==> src/rtl/lmsm_pkg.sv <==
// Shared types and default widths for the LM/SM multi-access sequencer.
package lmsm_pkg;

    localparam int unsigned ADDR_W_DEF = 6;
    localparam int unsigned DATA_W_DEF = 16;
    localparam int unsigned NREG_DEF   = 8;
    localparam int unsigned IDX_W      = 3;

    typedef logic [IDX_W-1:0] reg_idx_t;

    typedef enum logic [1:0] {
        IDLE   = 2'd0,
        ACCESS = 2'd1,
        DONE   = 2'd2
    } state_t;

endpackage

==> src/rtl/lmsm_sequencer_if.sv <==
// Memory and register-file side bus of the sequencer; master = sequencer.
interface lmsm_sequencer_if
    import lmsm_pkg::*;
#(
    parameter int unsigned ADDR_W = ADDR_W_DEF,
    parameter int unsigned DATA_W = DATA_W_DEF
);

    logic [ADDR_W-1:0] mem_addr;
    logic [DATA_W-1:0] mem_wdata;
    logic              mem_write_n;
    logic              mem_read_n;
    logic [DATA_W-1:0] mem_rdata;
    reg_idx_t          rf_raddr;
    logic [DATA_W-1:0] rf_rdata;
    reg_idx_t          rf_waddr;
    logic [DATA_W-1:0] rf_wdata;
    logic              rf_we;

    modport master (
        output mem_addr, mem_wdata, mem_write_n, mem_read_n,
        output rf_raddr, rf_waddr, rf_wdata, rf_we,
        input  mem_rdata, rf_rdata
    );

    modport slave (
        input  mem_addr, mem_wdata, mem_write_n, mem_read_n,
        input  rf_raddr, rf_waddr, rf_wdata, rf_we,
        output mem_rdata, rf_rdata
    );

endinterface

==> src/rtl/lmsm_sequencer_prio_enc8.sv <==
// Lowest-set-bit priority encoder for an 8-bit register list.
module prio_enc8
    import lmsm_pkg::*;
(
    input  logic [7:0] vec,
    output reg_idx_t   idx,
    output logic       valid
);

    // Scan downward so the lowest set bit is the last one written.
    always_comb begin
        idx   = '0;
        valid = 1'b0;
        for (int i = 7; i >= 0; i--) begin
            if (vec[i]) begin
                idx   = reg_idx_t'(i);
                valid = 1'b1;
            end
        end
    end

endmodule

==> src/rtl/lmsm_sequencer.sv <==
// LM/SM sequencer: one memory access per listed register on consecutive cycles,
// with pipelined register-file writeback for loads.
module lmsm_sequencer
    import lmsm_pkg::*;
#(
    parameter int unsigned ADDR_W = ADDR_W_DEF,
    parameter int unsigned DATA_W = DATA_W_DEF,
    parameter int unsigned NREG   = NREG_DEF
)(
    input  logic              clk,
    input  logic              proc_rst,
    input  logic              start,
    input  logic              is_store,
    input  logic [ADDR_W-1:0] base_addr,
    input  logic [NREG-1:0]   reg_list,
    output logic              busy,
    output logic              done,
    lmsm_sequencer_if.master  bus
);

    state_t            state_q, state_d;
    logic [NREG-1:0]   remain_q, remain_d;
    logic [ADDR_W-1:0] ptr_q, ptr_d;
    logic [ADDR_W-1:0] mem_addr_q, mem_addr_d;
    logic              store_q, store_d;
    reg_idx_t          cur_idx_q, cur_idx_d;
    logic              busy_q, busy_d;
    logic              done_q, done_d;
    logic              rd_n_q, rd_n_d;
    logic              wr_n_q, wr_n_d;
    logic              st_cyc_q, st_cyc_d;
    logic              rf_we_q, rf_we_d;
    reg_idx_t          rf_waddr_q, rf_waddr_d;
    logic [DATA_W-1:0] rf_wdata_q, rf_wdata_d;

    logic [NREG-1:0]   enc_vec;
    reg_idx_t          enc_idx;
    logic              enc_valid;
    logic              issue;
    logic              issue_store;
    logic [ADDR_W-1:0] issue_addr;

    // In IDLE the encoder looks at the incoming list, otherwise at what remains.
    assign enc_vec = (state_q == IDLE) ? reg_list : remain_q;

    prio_enc8 u_enc (
        .vec   (enc_vec),
        .idx   (enc_idx),
        .valid (enc_valid)
    );

    always_comb begin
        state_d     = state_q;
        remain_d    = remain_q;
        ptr_d       = ptr_q;
        mem_addr_d  = mem_addr_q;
        store_d     = store_q;
        cur_idx_d   = cur_idx_q;
        busy_d      = busy_q;
        done_d      = 1'b0;
        rd_n_d      = 1'b1;
        wr_n_d      = 1'b1;
        st_cyc_d    = 1'b0;
        rf_we_d     = 1'b0;
        rf_waddr_d  = rf_waddr_q;
        rf_wdata_d  = rf_wdata_q;
        issue       = 1'b0;
        issue_store = store_q;
        issue_addr  = ptr_q;

        // A load access this cycle retires into the register file next cycle.
        if (state_q == ACCESS && !store_q) begin
            rf_we_d    = 1'b1;
            rf_waddr_d = cur_idx_q;
            rf_wdata_d = bus.mem_rdata;
        end

        unique case (state_q)
            IDLE: begin
                if (start) begin
                    busy_d      = 1'b1;
                    store_d     = is_store;
                    issue_store = is_store;
                    issue_addr  = base_addr;
                    if (enc_valid) begin
                        issue   = 1'b1;
                        state_d = ACCESS;
                    end else begin
                        done_d  = 1'b1;
                        state_d = DONE;
                    end
                end
            end
            ACCESS: begin
                if (enc_valid) begin
                    issue = 1'b1;
                end else begin
                    done_d  = 1'b1;
                    state_d = DONE;
                end
            end
            DONE: begin
                busy_d  = 1'b0;
                state_d = IDLE;
            end
            default: state_d = IDLE;
        endcase

        if (issue) begin
            cur_idx_d  = enc_idx;
            remain_d   = enc_vec & ~(NREG'(1) << enc_idx);
            mem_addr_d = issue_addr;
            ptr_d      = issue_addr + ADDR_W'(1);
            wr_n_d     = ~issue_store;
            rd_n_d     = issue_store;
            st_cyc_d   = issue_store;
        end
    end

    always_ff @(posedge clk) begin
        if (!proc_rst) begin
            state_q    <= IDLE;
            remain_q   <= '0;
            ptr_q      <= '0;
            mem_addr_q <= '0;
            store_q    <= 1'b0;
            cur_idx_q  <= '0;
            busy_q     <= 1'b0;
            done_q     <= 1'b0;
            rd_n_q     <= 1'b1;
            wr_n_q     <= 1'b1;
            st_cyc_q   <= 1'b0;
            rf_we_q    <= 1'b0;
            rf_waddr_q <= '0;
            rf_wdata_q <= '0;
        end else begin
            state_q    <= state_d;
            remain_q   <= remain_d;
            ptr_q      <= ptr_d;
            mem_addr_q <= mem_addr_d;
            store_q    <= store_d;
            cur_idx_q  <= cur_idx_d;
            busy_q     <= busy_d;
            done_q     <= done_d;
            rd_n_q     <= rd_n_d;
            wr_n_q     <= wr_n_d;
            st_cyc_q   <= st_cyc_d;
            rf_we_q    <= rf_we_d;
            rf_waddr_q <= rf_waddr_d;
            rf_wdata_q <= rf_wdata_d;
        end
    end

    assign busy            = busy_q;
    assign done            = done_q;
    assign bus.mem_addr    = mem_addr_q;
    // Store data flows straight from the register-file read port.
    assign bus.mem_wdata   = st_cyc_q ? bus.rf_rdata : '0;
    // Strobes forced inactive during reset so the memory preload is not disturbed.
    assign bus.mem_write_n = wr_n_q | ~proc_rst;
    assign bus.mem_read_n  = rd_n_q | ~proc_rst;
    assign bus.rf_raddr    = cur_idx_q;
    assign bus.rf_waddr    = rf_waddr_q;
    assign bus.rf_wdata    = rf_wdata_q;
    assign bus.rf_we       = rf_we_q;

endmodule

==> src/flat_wrapper.sv <==
// flat-port wrapper written by rule: the top's interface ports become plain ports
module lmsm_sequencer_flat import lmsm_pkg::*;
#(
    parameter int unsigned ADDR_W = ADDR_W_DEF,
    parameter int unsigned DATA_W = DATA_W_DEF,
    parameter int unsigned NREG   = NREG_DEF
)
  (clk, proc_rst, start, is_store, base_addr, reg_list, busy, done, bus_mem_addr, bus_mem_wdata, bus_mem_write_n, bus_mem_read_n, bus_rf_raddr, bus_rf_waddr, bus_rf_wdata, bus_rf_we, bus_mem_rdata, bus_rf_rdata);
  lmsm_sequencer_if #(.ADDR_W(ADDR_W), .DATA_W(DATA_W)) bus_i ();
  input  logic clk;
  input  logic proc_rst;
  input  logic start;
  input  logic is_store;
  input  logic [ADDR_W-1:0] base_addr;
  input  logic [NREG-1:0] reg_list;
  output logic busy;
  output logic done;
  output wire logic [$bits(bus_i.mem_addr)-1:0] bus_mem_addr;
  output wire logic [$bits(bus_i.mem_wdata)-1:0] bus_mem_wdata;
  output wire logic [$bits(bus_i.mem_write_n)-1:0] bus_mem_write_n;
  output wire logic [$bits(bus_i.mem_read_n)-1:0] bus_mem_read_n;
  output wire logic [$bits(bus_i.rf_raddr)-1:0] bus_rf_raddr;
  output wire logic [$bits(bus_i.rf_waddr)-1:0] bus_rf_waddr;
  output wire logic [$bits(bus_i.rf_wdata)-1:0] bus_rf_wdata;
  output wire logic [$bits(bus_i.rf_we)-1:0] bus_rf_we;
  input wire logic [$bits(bus_i.mem_rdata)-1:0] bus_mem_rdata;
  input wire logic [$bits(bus_i.rf_rdata)-1:0] bus_rf_rdata;
  assign bus_mem_addr = bus_i.mem_addr;
  assign bus_mem_wdata = bus_i.mem_wdata;
  assign bus_mem_write_n = bus_i.mem_write_n;
  assign bus_mem_read_n = bus_i.mem_read_n;
  assign bus_rf_raddr = bus_i.rf_raddr;
  assign bus_rf_waddr = bus_i.rf_waddr;
  assign bus_rf_wdata = bus_i.rf_wdata;
  assign bus_rf_we = bus_i.rf_we;
  assign bus_i.mem_rdata = bus_mem_rdata;
  assign bus_i.rf_rdata = bus_rf_rdata;
  lmsm_sequencer #(.ADDR_W(ADDR_W), .DATA_W(DATA_W), .NREG(NREG)) u_core (.clk(clk), .proc_rst(proc_rst), .start(start), .is_store(is_store), .base_addr(base_addr), .reg_list(reg_list), .busy(busy), .done(done), .bus(bus_i));
endmodule
==> config.mk <==
export PLATFORM = sky130hd
export DESIGN_NAME = lmsm_sequencer_flat
export DESIGN_NICKNAME = d
export VERILOG_FILES = /design/src/rtl/lmsm_pkg.sv /design/src/rtl/lmsm_sequencer_if.sv /design/src/rtl/lmsm_sequencer_prio_enc8.sv /design/src/rtl/lmsm_sequencer.sv /design/src/flat_wrapper.sv
export SDC_FILE = /design/constraint.sdc
export NUM_CORES = 1
export LEC_CHECK = 0
export CAP_MARGIN = 20
export CORE_MARGIN = 3
export CORE_UTILIZATION = 38
export DETAILED_ROUTE_END_ITERATION = 6
export PLACE_DENSITY = 0.84
export SLEW_MARGIN = 20
export SYNTH_ARGS = -nofsm -noshare
export SYNTH_HDL_FRONTEND = slang
export SYNTH_HIERARCHICAL = 1
export SYNTH_SLANG_ARGS = --single-unit
==> constraint.sdc <==
create_clock -name clk -period 2.6 [get_ports clk]
set_clock_uncertainty 0.1 [all_clocks]
set_input_delay 0.39 -clock clk [delete_from_list [all_inputs] [get_ports clk]]
set_output_delay 0.39 -clock clk [all_outputs]
set_load 0.01 [all_outputs]
==> qor.yml <==
status: "finished clean"
async_flop_share_pct: 0
first_iter_violations: 121
ys_warn_count: 6
cts.sinks: 51
max_freq_mhz: 393
synth_top_family_by_area: "simple AND/OR/NAND/NOR gates"
p_leak_uw: 0.00139
drtAntennaViolNets: 0
routed_wl_um: 6840
die_area_um2: 7170
tightest_slew_ns: 0.654
crit_arrival_ns: 2.63
start_util_pct: 39.5
cts_buffers: 5
synth_area_per_cell_um2: 8.00
ff2ff_path_depth: 9
gp_congestion: 0.929
reg2reg_to: "u_core/ptr_q[5]"
avgViaCountPerCell: 5.18
synth-edff-count: 0
min_period_over_period_pct: 97.7
synth_compound_area_share_pct: 17.8
cp.required_ns: 2.69
clk_latency_ns: 0.30
die_h_um: 84.7
cts_root_buf: "clkbuf_8"
synthAdderAreaFrac_pct: 0.532
placed_area_um2: 3560
timing.hold.ws_ns: 0.359
num_vias: 2510
finalMaxSlewViolations: 0
rrSetupSlack_ns: 0.06
num_rows: 28
grtUsageTotal_pct: 18.5
p_total_uw: 1880
synth_top_flop_cell: "dfxtp_1"
grt_overflow: 0
power.density_nw_per_um2: 509
min_path_type: "register to register"
grt_antenna_before_repair: 0
startpoint: "u_core/state_q[1]"
seq_area_um2: 1020
synth_mux_area_share_pct: 6.70
end_kind: "register"
insertedDiodeCount: 0
cts_tree: "built"
grt_pass1_wl_um: 11000
fillers: 504
rsz0062_at_grt: "yes"
wl_per_cell_um: 14.1
synth-xor-area-share_pct: 0
final_hold_viol_count: 0
fp.dieW_um: 84.7
ir_drop_mv: 0.302
path_class: "register to register"
synth.net_count: 345
multi_input_area_um2: 1270
synth_simple_gate_area_share_pct: 27.1
endpoint: "u_core/ptr_q[5]"
maxCapViolations: 0
setup_viol: 0
crit_path_start_kind: "register"
port_buffers: 98
htree_levels: 2
yosysTopAreaCell: "dfxtp_1"
synth_area_leaders: "dfxtp_1 (43%), nand2_1 (11%), a21oi_1 (8.1%)"
tns_ns: 0
crit_fanout: 8
dr.pass1.iters: 4
synth_area_um2: 2350
fin_nets: 460
syn_inst: 294
seq_area_frac_synth_pct: 43.4
syn_to_final_growth_pct: 57.4
layout_min_cycle_time_ns: 2.54
relSlewSlack_pct: 56.4
grt_max_degree: 26
clk_pin_slew_ns: 0.10
core_region_area_um2: 5960
clockBufferDepth: 2
route.detailed.drc: 0
io_pins: 99
drive_gt1_share_pct: 13.2
synth-seq-cells: 51
synthDistinctLibCells: 42
cts_hold_buf: 0
grt_pass1_vias: 2330
yosysTopAreaCellShare_pct: 43.4
hpwl_um: 5230
r2r-start: "u_core/state_q[1]"
fin_area_um2: 3700
==> repair_timing <==
action | 4_1_cts | 5_1_grt
endpoints found under the setup margin | 0 | 25
setup buffers | 0 | 1
gates resized for setup | 0 | 9
endpoints found under the hold margin | 0 | 0
==> power breakdown <==
group          switching, uW  internal (uW)
Sequential              38.5            842
Combinational            245            284
Clock                    276            198
==> cell families (layout without fill, tap and decap cells) <==
logic type,count (synthesis),count (layout)
muxes,14,14
and+or+nand+nor,134,134
AOI/OAI and AO/OA,70,70
buffers and inverters,24,140
adders and majority gates,1,1
DFF,51,51
==> synthesized netlist by cell type, types with 2 or more instances <==
master	instances
clkbuf_1	11
inv_1	7
o21ai_0	10
nor2_1	15
a31oi_1	2
o311ai_0	4
mux2_2	10
nor3_1	5
nand2b_1	4
nor2b_1	2
and2_1	17
nand2_1	67
a311oi_1	3
nor4_1	4
nand3_1	8
dfxtp_1	51
o211ai_1	5
mux2i_1	3
a21oi_1	38
buf_2	3
or3_1	2
a211oi_1	3
==> metrics by stage <==
stage          setup slack, ns  util [%]  instances
2_1_floorplan           0.0708         -        294
3_3_place_gp           -0.0242      59.7        476
3_5_place_dp           -0.0892      59.7        476
4_1_cts                0.00524      61.3        484
5_1_grt                 -0.124      62.2        485
6_report                0.0585      62.2        485
==> sequential cells by signal, summed over array words and instances (netlist names) <==
| name | count |
|---|---|
| u_core/bus.mem_addr | 6 |
| u_core/bus.rf_raddr | 3 |
| u_core/bus.rf_waddr | 3 |
| u_core/bus.rf_wdata | 16 |
| u_core/bus.rf_we | 1 |
| u_core/busy | 1 |
| u_core/done | 1 |
| u_core/ptr_q | 6 |
| u_core/rd_n_q | 1 |
| u_core/remain_q | 8 |
| u_core/st_cyc_q | 1 |
| u_core/state_q | 2 |
| u_core/store_q | 1 |
| u_core/wr_n_q | 1 |
==> worst min-delay path by stage <==
stage                                       start                      end  cells after the start
after floorplan                u_core/remain_q[2]       u_core/remain_q[2]                      2
after global placement         u_core/remain_q[0]       u_core/remain_q[0]                      2
after detailed placement  u_core/bus.rf_wdata[11]  u_core/bus.rf_wdata[11]                      2
after CTS                 u_core/bus.rf_wdata[11]  u_core/bus.rf_wdata[11]                      2
after global routing       u_core/bus.rf_wdata[1]   u_core/bus.rf_wdata[1]                      2
final                     u_core/bus.rf_wdata[11]  u_core/bus.rf_wdata[11]                      2
==> per-layer routing <==
| metal | part of all wire, % | up-vias | GRT usage, % | wire, um |
|---|---|---|---|---|
| met5 | 0 | - | 0 | 0 |
| met4 | 1.7 | 0 | 5.04 | 115 |
| met3 | 6.9 | 12 | 3.63 | 471 |
| met2 | 49 | 110 | 32.5 | 3380 |
| met1 | 42 | 1142 | 23.1 | 2870 |
| li1 | - | 1246 | - | - |
==> cell usage in the layout (no fill, tap or decap), types with 2 or more instances in the layout <==
master	count
or3_1	2
o21ai_0	9
mux2_4	2
buf_4	25
inv_6	2
nor4_4	2
inv_1	7
nor3_1	5
mux2i_1	3
and2_1	17
mux2_2	9
a211oi_1	2
nor4_1	3
nand2_1	67
a21oi_1	38
a31oi_1	2
o211ai_1	5
nor2_1	15
nand2b_1	4
a311oi_1	3
clkbuf_8	5
clkdlybuf4s50_1	98
nand3_1	8
o311ai_0	4
dfxtp_1	51
==> worst max-delay path, stage by stage, from the launching register on <==
cell and delay [ns]:
dfxtp_1 0.35, nor2_4 0.27, mux2_2 0.42, nor4_4 0.34, nand2_1 0.14, o21ai_1 0.13, buf_4 0.14, o21ai_0 0.07
a21o_1 0.15, or3_1 0.33
==> area by class of cell <==
| class | count | area share (%) |
|---|---|---|
| multi-input cells | 219 | 34.4 |
| repair buffers | 124 | 32.1 |
| well taps | 75 | 2.53 |
| flip-flops and latches | 51 | 27.6 |
| inverters | 8 | 0.811 |
| clock inverters | 3 | 0.710 |
| clock buffers | 5 | 1.86 |
No activity file was read; power rests on OpenSTA's default activity.
